$ cat src/rtl/mem_instr_mp_if.sv
// Bus bundle for mem_instr_mp: programming write port plus NUM_PORTS
// independent read ports. The loader/fetch side uses master; the memory uses slave.
interface mem_instr_mp_if #(
    parameter int DATA_W    = 10,
    parameter int ADDR_W    = 5,
    parameter int NUM_PORTS = 2
);
    logic [NUM_PORTS-1:0]        rd_en;
    logic [NUM_PORTS*ADDR_W-1:0] rd_addr;
    logic [NUM_PORTS*DATA_W-1:0] instr_out;
    logic [NUM_PORTS-1:0]        instr_valid;
    logic                        wr_en;
    logic [ADDR_W-1:0]           wr_addr;
    logic [DATA_W-1:0]           wr_data;
    logic                        wr_ack;
    logic                        busy;

    modport master (
        output rd_en, rd_addr, wr_en, wr_addr, wr_data,
        input  instr_out, instr_valid, wr_ack, busy
    );

    modport slave (
        input  rd_en, rd_addr, wr_en, wr_addr, wr_data,
        output instr_out, instr_valid, wr_ack, busy
    );
endinterface

$ cat src/rtl/mem_instr_mp.sv
// Multi-port instruction memory: one write port, NUM_PORTS registered read
// ports, and a sequential one-entry-per-clock initialisation pass after clear.
module mem_instr_mp #(
    parameter int DATA_W     = 10,
    parameter int ADDR_W     = 5,
    parameter int DEPTH      = 32,
    parameter int NUM_PORTS  = 2,
    parameter int INIT_COUNT = 10
) (
    input  logic          clock,
    input  logic          clear,
    mem_instr_mp_if.slave bus
);
    typedef enum logic {INIT, READY} state_t;

    localparam logic [ADDR_W:0]   DEPTH_L = (ADDR_W + 1)'(DEPTH);
    localparam logic [ADDR_W:0]   INIT_L  = (ADDR_W + 1)'(INIT_COUNT);
    localparam logic [ADDR_W-1:0] LAST    = ADDR_W'(DEPTH - 1);

    state_t            state;
    logic [ADDR_W-1:0] cnt;
    logic [DATA_W-1:0] mem [0:DEPTH-1];

    logic              wr_ok;
    logic              mem_we;
    logic [ADDR_W-1:0] mem_waddr;
    logic [DATA_W-1:0] mem_wdata;

    // Select the single memory write source: init pattern or host write.
    always_comb begin
        wr_ok     = bus.wr_en && ({1'b0, bus.wr_addr} < DEPTH_L);
        mem_we    = 1'b0;
        mem_waddr = bus.wr_addr;
        mem_wdata = bus.wr_data;
        if (state == INIT) begin
            mem_we    = 1'b1;
            mem_waddr = cnt;
            mem_wdata = ({1'b0, cnt} < INIT_L) ? DATA_W'(cnt) : '0;
        end else begin
            mem_we = wr_ok;
        end
    end

    // Storage array; kept out of the reset domain so it maps onto RAM.
    // Reads below sample the pre-edge contents, giving read-first collisions.
    always_ff @(posedge clock) begin
        if (mem_we && !clear)
            mem[mem_waddr] <= mem_wdata;
    end

    // Control FSM with registered busy/ack and per-port read registers.
    always_ff @(posedge clock or posedge clear) begin
        if (clear) begin
            state           <= INIT;
            cnt             <= '0;
            bus.busy        <= 1'b1;
            bus.wr_ack      <= 1'b0;
            bus.instr_valid <= '0;
            bus.instr_out   <= '0;
        end else begin
            bus.wr_ack      <= 1'b0;
            bus.instr_valid <= '0;
            case (state)
                INIT: begin
                    cnt <= cnt + 1'b1;
                    if (cnt == LAST) begin
                        state    <= READY;
                        bus.busy <= 1'b0;
                    end
                end
                READY: begin
                    bus.wr_ack <= wr_ok;
                    for (int unsigned p = 0; p < NUM_PORTS; p++) begin
                        if (bus.rd_en[p]) begin
                            bus.instr_valid[p] <= 1'b1;
                            if ({1'b0, bus.rd_addr[p*ADDR_W +: ADDR_W]} < DEPTH_L)
                                bus.instr_out[p*DATA_W +: DATA_W] <= mem[bus.rd_addr[p*ADDR_W +: ADDR_W]];
                            else
                                bus.instr_out[p*DATA_W +: DATA_W] <= '0;
                        end
                    end
                end
                default: state <= INIT;
            endcase
        end
    end
endmodule

$ cat src/flat_wrapper.sv
// flat-port wrapper written by rule: the top's interface ports become plain ports
module mem_instr_mp_flat 
#(
    parameter int DATA_W     = 10,
    parameter int ADDR_W     = 5,
    parameter int DEPTH      = 32,
    parameter int NUM_PORTS  = 2,
    parameter int INIT_COUNT = 10
)
  (clock, clear, bus_rd_en, bus_rd_addr, bus_wr_en, bus_wr_addr, bus_wr_data, bus_instr_out, bus_instr_valid, bus_wr_ack, bus_busy);
  mem_instr_mp_if #(.DATA_W(DATA_W), .ADDR_W(ADDR_W), .NUM_PORTS(NUM_PORTS)) bus_i ();
  input  logic clock;
  input  logic clear;
  input wire logic [$bits(bus_i.rd_en)-1:0] bus_rd_en;
  input wire logic [$bits(bus_i.rd_addr)-1:0] bus_rd_addr;
  input wire logic [$bits(bus_i.wr_en)-1:0] bus_wr_en;
  input wire logic [$bits(bus_i.wr_addr)-1:0] bus_wr_addr;
  input wire logic [$bits(bus_i.wr_data)-1:0] bus_wr_data;
  output wire logic [$bits(bus_i.instr_out)-1:0] bus_instr_out;
  output wire logic [$bits(bus_i.instr_valid)-1:0] bus_instr_valid;
  output wire logic [$bits(bus_i.wr_ack)-1:0] bus_wr_ack;
  output wire logic [$bits(bus_i.busy)-1:0] bus_busy;
  assign bus_i.rd_en = bus_rd_en;
  assign bus_i.rd_addr = bus_rd_addr;
  assign bus_i.wr_en = bus_wr_en;
  assign bus_i.wr_addr = bus_wr_addr;
  assign bus_i.wr_data = bus_wr_data;
  assign bus_instr_out = bus_i.instr_out;
  assign bus_instr_valid = bus_i.instr_valid;
  assign bus_wr_ack = bus_i.wr_ack;
  assign bus_busy = bus_i.busy;
  mem_instr_mp #(.DATA_W(DATA_W), .ADDR_W(ADDR_W), .DEPTH(DEPTH), .NUM_PORTS(NUM_PORTS), .INIT_COUNT(INIT_COUNT)) u_core (.clock(clock), .clear(clear), .bus(bus_i));
endmodule
$ cat config.mk
export PLATFORM = sky130hd
export DESIGN_NAME = mem_instr_mp_flat
export DESIGN_NICKNAME = d
export VERILOG_FILES = /design/src/rtl/mem_instr_mp_if.sv /design/src/rtl/mem_instr_mp.sv /design/src/flat_wrapper.sv
export SDC_FILE = /design/constraint.sdc
export NUM_CORES = 1
export LEC_CHECK = 0
export BUFFER_PORTS_ARGS = -buffer_cell sky130_fd_sc_hd__buf_2
export CORE_ASPECT_RATIO = 1.75
export CORE_MARGIN = 2
export CORE_UTILIZATION = 56
export DETAILED_ROUTE_END_ITERATION = 7
export PLACE_DENSITY = 0.87
export REMOVE_ABC_BUFFERS = 1
export SLEW_MARGIN = 20
export SYNTH_ARGS = -nofsm -noshare
export SYNTH_HDL_FRONTEND = slang
export SYNTH_SLANG_ARGS = --single-unit
$ cat constraint.sdc
create_clock -name clock -period 1.94 [get_ports clock]
set_input_delay 0.291 -clock clock [delete_from_list [all_inputs] [get_ports clock]]
set_output_delay 0.291 -clock clock [all_outputs]
set_load 0.01 [all_outputs]
* Yosys cells after proc, flatten, opt, wreduce, memory -nomap -nowiden
Memories as Yosys holds them, arrays and structs flattened. A register that Yosys moved wholly into a read port is not among the register bits.
Index checks and enable logic that the tools add are counted.
** Word-level totals
- Register bits :: 10
- Bits in writable memories :: 320
- Input port bits :: 30
- Output and inout bits :: 24
- Logic and storage cells :: 27
- Memories kept :: 1
** Operators by class
- Add/subtract/negate cells :: 1
- Order comparisons :: 1
- Equality and inequality tests :: 1
- Muxes and demuxes :: 12
- Bitwise operators :: 1
- Reduce and logical (&&, ||, !) cells :: 5
** Memories
- u_core.mem :: depth 32, width 10, read ports 2, clocked after Yosys merged registers in 2, wr ports 1, RTL line mem_instr_mp.sv:22 : logic [DATA_W-1:0] mem [0:DEPTH-1];
** Operators with widths (number)
- $mux W10 :: 1
- $mux W5 :: 2
- $mux W1 :: 8
- $reduce_and A2 Y1 :: 3
- $add A5 B1 Y5 const B :: 1
- $eq A5 B5 Y1 const B :: 1
- $lt A5 B4 Y1 const B :: 1
- $mux W2 :: 1
- $logic_and A1 B1 Y1 :: 1
- $logic_not A1 Y1 :: 1
- $not A1 Y1 :: 1

* Depth between registers and ports, before layout
Gate-level depths: netlist (run 1).
- Word-level depth :: 4
- Depth in mapped cells :: 8
- Mapped depth without buffers :: 5

* Least setup slack after synthesis (run 1)
No wires, ideal clock.
- Kind :: in2reg
- Start :: in clear
- End :: mem u_core.mem[10][0], enable pin
- Library setup time :: 0.376 ns
- Arrival time :: 1.820 ns
- Data required time :: 1.564 ns
- Setup slack :: -0.256 ns
- Stages on the path :: 4
- Buffers on the path :: 0
- Cells stage by stage :: inv_1 > and2_1 > nand2_1 > nor2_1
** On the way
- Cells in the longest elaborated chain, start to end :: 4
** Ends and longest elaborated chain
- start, declared :: RTL line flat_wrapper.sv:13 : input logic clear;
- $logic_not A1 Y1 :: RTL line mem_instr_mp.sv:47 : if (mem_we && !clear)
- $logic_and A1 B1 Y1 :: RTL line mem_instr_mp.sv:47
- $mux W1 :: RTL line mem_instr_mp.sv:47
- $mux W1 (implied by the code) :: RTL line mem_instr_mp.sv:48 : mem[mem_waddr] <= mem_wdata;
- end, declared :: RTL line mem_instr_mp.sv:22
Every way passes these cells.

==> results of run 1 <==
-- registers in the layout (all words and copies together) (netlist names) --
| name | flops |
|---|---|
| u_core.mem | 320 |
| u_core.bus.instr_out | 20 |
| u_core.cnt | 5 |
| u_core.bus.instr_valid | 2 |
| u_core.bus.busy | 1 |
| u_core.bus.wr_ack | 1 |
| u_core.state | 1 |
-- synth_stat cells (19+ instances only) --
cell | count | area [um2]
edfxtp_1 | 320 | 9610
mux2i_1 | 320 | 3200
o22ai_1 | 20 | 125
a221oi_1 | 19 | 166
clkbuf_1 | 35 | 131
a22oi_1 | 80 | 601
a22o_1 | 44 | 385
nand2_1 | 38 | 143
dfrtp_1 | 29 | 726
a221oi_2 | 21 | 315
nor2_1 | 37 | 139
a21oi_1 | 43 | 215
o41ai_2 | 20 | 325
-- routing by layer --
metal / up-vias / track usage
met4: 0 / 0.210
met3: 198 / 0.0384
met1: 5688 / 0.334
met5: - / 0
li1: 4878 / -
met2: 673 / 0.543
-- final cells by class --
cell class	instances	area share
clock buffers	32	0.0380
repair buffers	231	0.102
inverters	5	0.000943
flip-flops and latches	350	0.520
multi-input cells	686	0.302
clock inverters	21	0.0123
well taps	387	0.0243
-- power by group --
part	internal, W	total (W)	switching [W]
Combinational	0.000750	0.00179	0.00104
Sequential	0.00830	0.00836	0.0000607
Clock	0.00339	0.00614	0.00275
-- cells in the final DEF (no fill, tap or decap), drive strengths merged, types with 29 or more instances in the layout --
cell type | Yosys | routed
a21oi | 43 | 43
a221oi | 40 | 40
dfrtp | 29 | 29
edfxtp | 320 | 320
nor2 | 37 | 37
nand2 | 38 | 38
a22o | 44 | 44
clkbuf | 37 | 34
a22oi | 80 | 80
buf | 44 | 227
mux2i | 320 | 320
-- through the flow --
step	total power (W)	setup TNS, ns	instance area (um2)	worst slack, ns
after detailed placement	0.0103	-1.92	18800	-0.318
final	0.0163	-0.00479	19900	-0.00479
after CTS	0.0162	0	19800	0.00745
after global routing	0.0166	-1.37	19900	-0.0506
after global placement	0.0102	-0.983	18800	-0.278
after floorplan	0.00929	-90.28	16300	-0.834
-- tightest hold or removal path, delay by kind of cell --
family	cells	cell delay, ns
buf+inv	3	0.37
simple gates	1	0.04
-- cell families (layout without fill, tap and decap cells) --
logic type | after synthesis | in the layout | synth area share
buf+inv | 86 | 289 | 0.0334
fa+ha+maj | 2 | 2 | 0.00148
compound gates | 255 | 255 | 0.131
xor+xnor | 3 | 3 | 0.00156
mux | 322 | 322 | 0.191
flops | 350 | 350 | 0.614
simple gates | 104 | 104 | 0.0275
-- what timing repair did --
action / in CTS / in global routing
setup buffers: 1 / 0
setup endpoints to repair: 20 / 224
hold buffers: 2 / 0
endpoints found under the hold margin: 30 / 0
resized for setup: 4 / 29
cloned: 1 / 2
pin swaps: 1 / 3
-- path summary, 6_finish.rpt --
kind / depth (start not counted) / slack [ns] / start / end
max: 6 / -0.005 / u_core.mem[12][9]$_DFFE_PP_ / u_core.bus.instr_out[9]$_DFFE_PP0P_
min: 4 / 0.18 / bus_rd_en[0] / u_core.bus.instr_valid[0]$_DFF_PP0_
max reg2reg: 6 / -0.005 / u_core.mem[12][9]$_DFFE_PP_ / u_core.bus.instr_out[9]$_DFFE_PP0P_
min reg2reg: 2 / 0.49 / u_core.bus.instr_out[10]$_DFFE_PP0P_ / u_core.bus.instr_out[10]$_DFFE_PP0P_
max in group asynchronous: 4 / 1.20 / clear / u_core.bus.busy$_DFFE_PP1P_
min in group asynchronous: 4 / 0.40 / clear / u_core.cnt[0]$_DFFE_PP0N_
==> flow_metrics.tcl, run 1 <==
set metrics [dict create \
    path_delay_family "compound AO/OA/AOI/OAI gates" \
    cap_viol_max_count 0 \
    final.fill_count 1969 \
    grt_pass1_wl_mm 70.1 \
    layout-drive-gt1-share 0.260 \
    dieWidth_um 135 \
    crit_slowest_cell "a221oi_1" \
    clock_skew_ns 0.00929 \
    ir_drop_v 0.000714 \
    dr_wl_met2_mm 25.1 \
    cp-end-kind "register" \
    synth.distinct_cells 40 \
    track_usage 0.304 \
    period_share 1.00 \
    powerDensity_nw_per_um2 818 \
    drt_iter0_markers 1354 \
    rows 84 \
    drt-met1-wl_mm 16.0 \
    min_path_type "in -> reg" \
    crit_arrival_ns 2.42 \
    start_util 0.565 \
    dieArea_um2 31600 \
    avgViaCountPerCell 6.68 \
    die_h_um 234 \
    fin_crit_ns 1.94 \
    slew_violations 0 \
    synth_seq_area_share 0.614 \
    clockBufferDepth 3 \
    synth-edff-count 320 \
    synth.avg_cell_area_um2 15.0 \
    fin_cells 1712 \
    ioPinCount 54 \
    htree_levels 1 \
    diodes 0 \
    relSlewSlack 0.621 \
    grt_setup_unrepaired "true" \
    ys.flop_type "edfxtp_1" \
    layout_setup_ws_ns -0.00479 \
    top_layer_used "met4" \
    required_ns 2.42 \
    cts.sinks 350 \
    criticalPathCategory "reg -> reg" \
    drtAntennaViolNets 0 \
    setup_viol 1 \
    antenna_found_initial 0 \
    status "finished, violations left" \
    crit_buf_inv 1 \
    wl_met3_mm 3.56 \
    cp_cell_sequence "mux2i_1 > a22o_1 > a221oi_1 > buf_4 > o22ai_1 > o41ai_2" \
    grt_remaining_overflow 0 \
    vias 11400 \
    multi_input_area_um2 6010 \
    coreArea_um2 29800 \
    area_growth_syn_to_layout_pct 18.1 \
    worstPathMaxFanout 2 \
    path_clk_slew_ns 0.07 \
    cts_root_buffer "clkbuf_16" \
    fmax_mhz 514 \
    async_flop_share 0.0857 \
    cp-start-kind "register" \
    regArea_um2 10400 \
    syn-cell-area_um2 16900 \
    cts_buffers 29 \
    port_buffers 53 \
    drt_first_pass_iters 5 \
    leakage_nw 7.74 \
    insertion_delay_ns 0.58 \
    routed_wirelength_mm 48.6 \
    drc 0 \
    placed_cells 1653 \
    max_stage_delay_ns 0.45 \
    layout.nets 1335 \
    hpwl_mm 33.1 \
    whs_ns 0.180 \
    worst_pin_slew_ns 0.568 \
    utilization 0.667 \
    routabilityCongestion 0.947 \
    synth_warnings 0 \
    violations "negative setup slack" \
    synthCells 1122 \
    hold_violations 0 \
    wl_per_cell_um 28.4 \
    grt_max_degree 33 \
    tritoncts "done" \
    ys_ff_latch 350 \
    grt_pass1_vias 11700 \
]
Power figures use the tool's default switching activity.
==> run 2, diff against run 1 <==
Settings changed: ABC_AREA from default to 1, CORE_UTILIZATION 56 to 57, PLACE_DENSITY 0.87 to 0.79.
==> run 2 against run 1 <==
The flow now finishes without violations; setup slack gained 0.013 ns; sequential power is essentially flat; clock-buffer cell count grew 5; utilization grew 1.1 points; cell area grew 4.0%; non-clock buffer count shrank 30; hold slack lost 0.036 ns; register-to-register slack is essentially flat; maximum frequency grew 0.66%; largest cell class unchanged; highest routed layer unchanged.
==> flow_metrics.tcl, run 2 <==
set metrics [dict create \
    status "finished, final reports clean" \
    coreArea_um2 30500 \
    min_path_type "in -> async" \
    top_register "u_core.mem" \
    antenna_found_initial 1 \
    period_share 0.996 \
    required_ns 2.24 \
    r2r-start "u_core.state$_DFF_PP0_" \
    ys.flop_type "edfxtp_1" \
    cts_buffers 30 \
    synth.avg_cell_area_um2 8.79 \
    synth.distinct_cells 23 \
    cts_root_buffer "clkbuf_16" \
    synthTopCellsByCount "nand2_1 (875), nand3_1 (546), edfxtp_1 (320)" \
    layout_commonest_cell "nand2_1" \
    async_flop_share 0.0857 \
    cap_viol_max_count 0 \
    rows 85 \
    relSlewSlack 0.619 \
    placed_cells 2416 \
    drc 0 \
    grt_pass1_wl_mm 89.9 \
    port_buffers 53 \
    setup_viol 0 \
    synth_area_leader_cell "edfxtp_1" \
    drt_first_pass_iters 8 \
    synth_seq_area_share 0.589 \
    cp-start-kind "register" \
    clock_skew_ns 0.0153 \
    drt_iter0_markers 2323 \
    powerDensity_nw_per_um2 800 \
    leakage_nw 8.45 \
    area_growth_syn_to_layout_pct 17.7 \
    fin_crit_ns 1.93 \
    grt_max_degree 81 \
    dieArea_um2 32300 \
    worstPathMaxFanout 5 \
    layout_common_cells "nand2_1 (865), nand3_1 (542), edfxtp_1 (320)" \
    startpoint "u_core.state$_DFF_PP0_" \
    ir_drop_v 0.000932 \
    synth.top_cell.area_share 0.547 \
    insertion_delay_ns 0.59 \
    syn-cell-area_um2 17600 \
    criticalPathCategory "reg -> reg" \
    final.fill_count 2363 \
    layout-drive-gt1-share 0.150 \
    slew_violations 0 \
    track_usage 0.379 \
    routed_wirelength_mm 60.9 \
    tritoncts "done" \
    cp-end-kind "register" \
    routabilityCongestion 1.05 \
    crit_arrival_ns 2.23 \
    hold_violations 0 \
    yosys-top-cells-area "edfxtp_1 (55%), nand2_1 (19%), nand3_1 (16%)" \
    ys_ff_latch 350 \
    grt_remaining_overflow 0 \
    wl_per_cell_um 24.3 \
    reg2reg_slack_ns 0.008 \
    setup-tns-final_ns 0 \
    die_h_um 236 \
    vias 16000 \
    fmax_mhz 518 \
    whs_ns 0.144 \
    synth_warnings 0 \
    yosysMostFrequentCell "nand2_1" \
    cts.sinks 350 \
    drtAntennaViolNets 0 \
    rr_worst_depth 9 \
    layout.nets 2126 \
    synth-edff-count 320 \
    dieWidth_um 137 \
    grt_pass1_vias 15200 \
    path_clk_slew_ns 0.07 \
    avgViaCountPerCell 6.37 \
    clockBufferDepth 3 \
    r2r_end "u_core.mem[20][1]$_DFFE_PP_" \
    endpoint "u_core.mem[20][1]$_DFFE_PP_" \
    grt_setup_unrepaired "true" \
    start_util 0.576 \
    ioPinCount 54 \
    worst_pin_slew_ns 0.571 \
    hpwl_mm 38.3 \
    largestRegisters "u_core.mem x320, u_core.bus.instr_out x20, u_core.cnt x5" \
    fin_cells 2510 \
    synthCells 1999 \
    largest_register_ffs 320 \
    htree_levels 1 \
]
run 2: cell types whose count changed after synthesis, moves of 10 or more:
cell and delta:
inv_1 +22, a221oi_2 -21, nand2_1 +837, a221oi_1 -19, buf_2 +57, mux2i_1 -320
buf_6 +15, a22o_1 -44, o41ai_2 -20, nand3_1 +545, a22oi_1 -80, o22ai_1 -20
and2_1 -10, a21oi_1 -41
run 2: report_power, final:
group,internal (W),switching [W],total [W],leakage [nW]
combinational,0.000605,0.00143,0.00203,4.73
clock,0.00338,0.00278,0.00616,0.479
sequential,0.00830,0.0000735,0.00837,3.25
total,0.0123,0.00428,0.0166,8.45
run 2: critical path, cell delays in order (launching register included):
cell and delay (ns):
dfrtp_1 0.40, inv_2 0.08, buf_6 0.14, nand2_1 0.11
nand2_2 0.07, buf_4 0.15, nor2_2 0.16, nand2_2 0.18
nor2_4 0.19, buf_4 0.16
run 2: how the worst min path moves through the flow:
stage	end	slack, ns	depth (start not counted)
5_1_grt	u_core.bus.wr_ack$_DFF_PP0_	0.14	3
4_1_cts	u_core.bus.wr_ack$_DFF_PP0_	0.11	3
2_1_floorplan	u_core.bus.instr_out[0]$_DFFE_PP0P_	0.38	1
6_report	u_core.bus.wr_ack$_DFF_PP0_	0.14	3
3_3_place_gp	u_core.bus.wr_ack$_DFF_PP0_	0.15	2
3_5_place_dp	u_core.bus.wr_ack$_DFF_PP0_	0.16	2
run 2: logic make-up after synthesis:
| kind of cell | after synthesis | synth area share |
|---|---|---|
| DFF | 350 | 0.589 |
| and+or+nand+nor | 1463 | 0.352 |
| xor gates and xnor gates | 2 | 0.000997 |
| AOI/OAI and AO/OA | 10 | 0.00313 |
| adders and majority gates | 2 | 0.00142 |
| buffers and inverters | 172 | 0.0535 |
run 2: per-layer routing:
metal / vias up / wire length [um] / global-route usage
li1: 6946 / - / -
met1: 7427 / 19300 / 0.445
met2: 1253 / 29600 / 0.612
met3: 351 / 6120 / 0.0559
met4: 0 / 5850 / 0.301
met5: - / 0 / 0
run 2: what timing repair did:
action                                  CTS  global route
endpoints found under the setup margin  320           320
buffers inserted                          3            12
gates cloned                             18             2
hold buffers                              2             0
pin swaps                                 9            21
resized for setup                       131            58
hold endpoints to repair                 30             0
run 2: metrics by stage:
stage	power, W	area [um2]	worst slack [ns]	util
floorplan	0.00936	16800	-0.726	-
global placement	0.0104	18700	-0.541	0.614
detailed placement	0.0104	18700	-0.574	0.614
CTS	0.0165	20300	-0.0786	0.665
global route	0.0170	20700	-0.0374	0.678
finish	0.0166	20700	0.00793	0.678
run 2: area by class of cell:
cell class	count	area, um2	area share
well taps	391	489	0.0236
flip-flops and latches	350	10400	0.501
inverters	33	131	0.00635
diodes	1	2.50	0.000121
multi-input cells	1478	6690	0.323
clock buffers	37	808	0.0391
clock inverters	19	188	0.00907
repair buffers	201	2030	0.0981
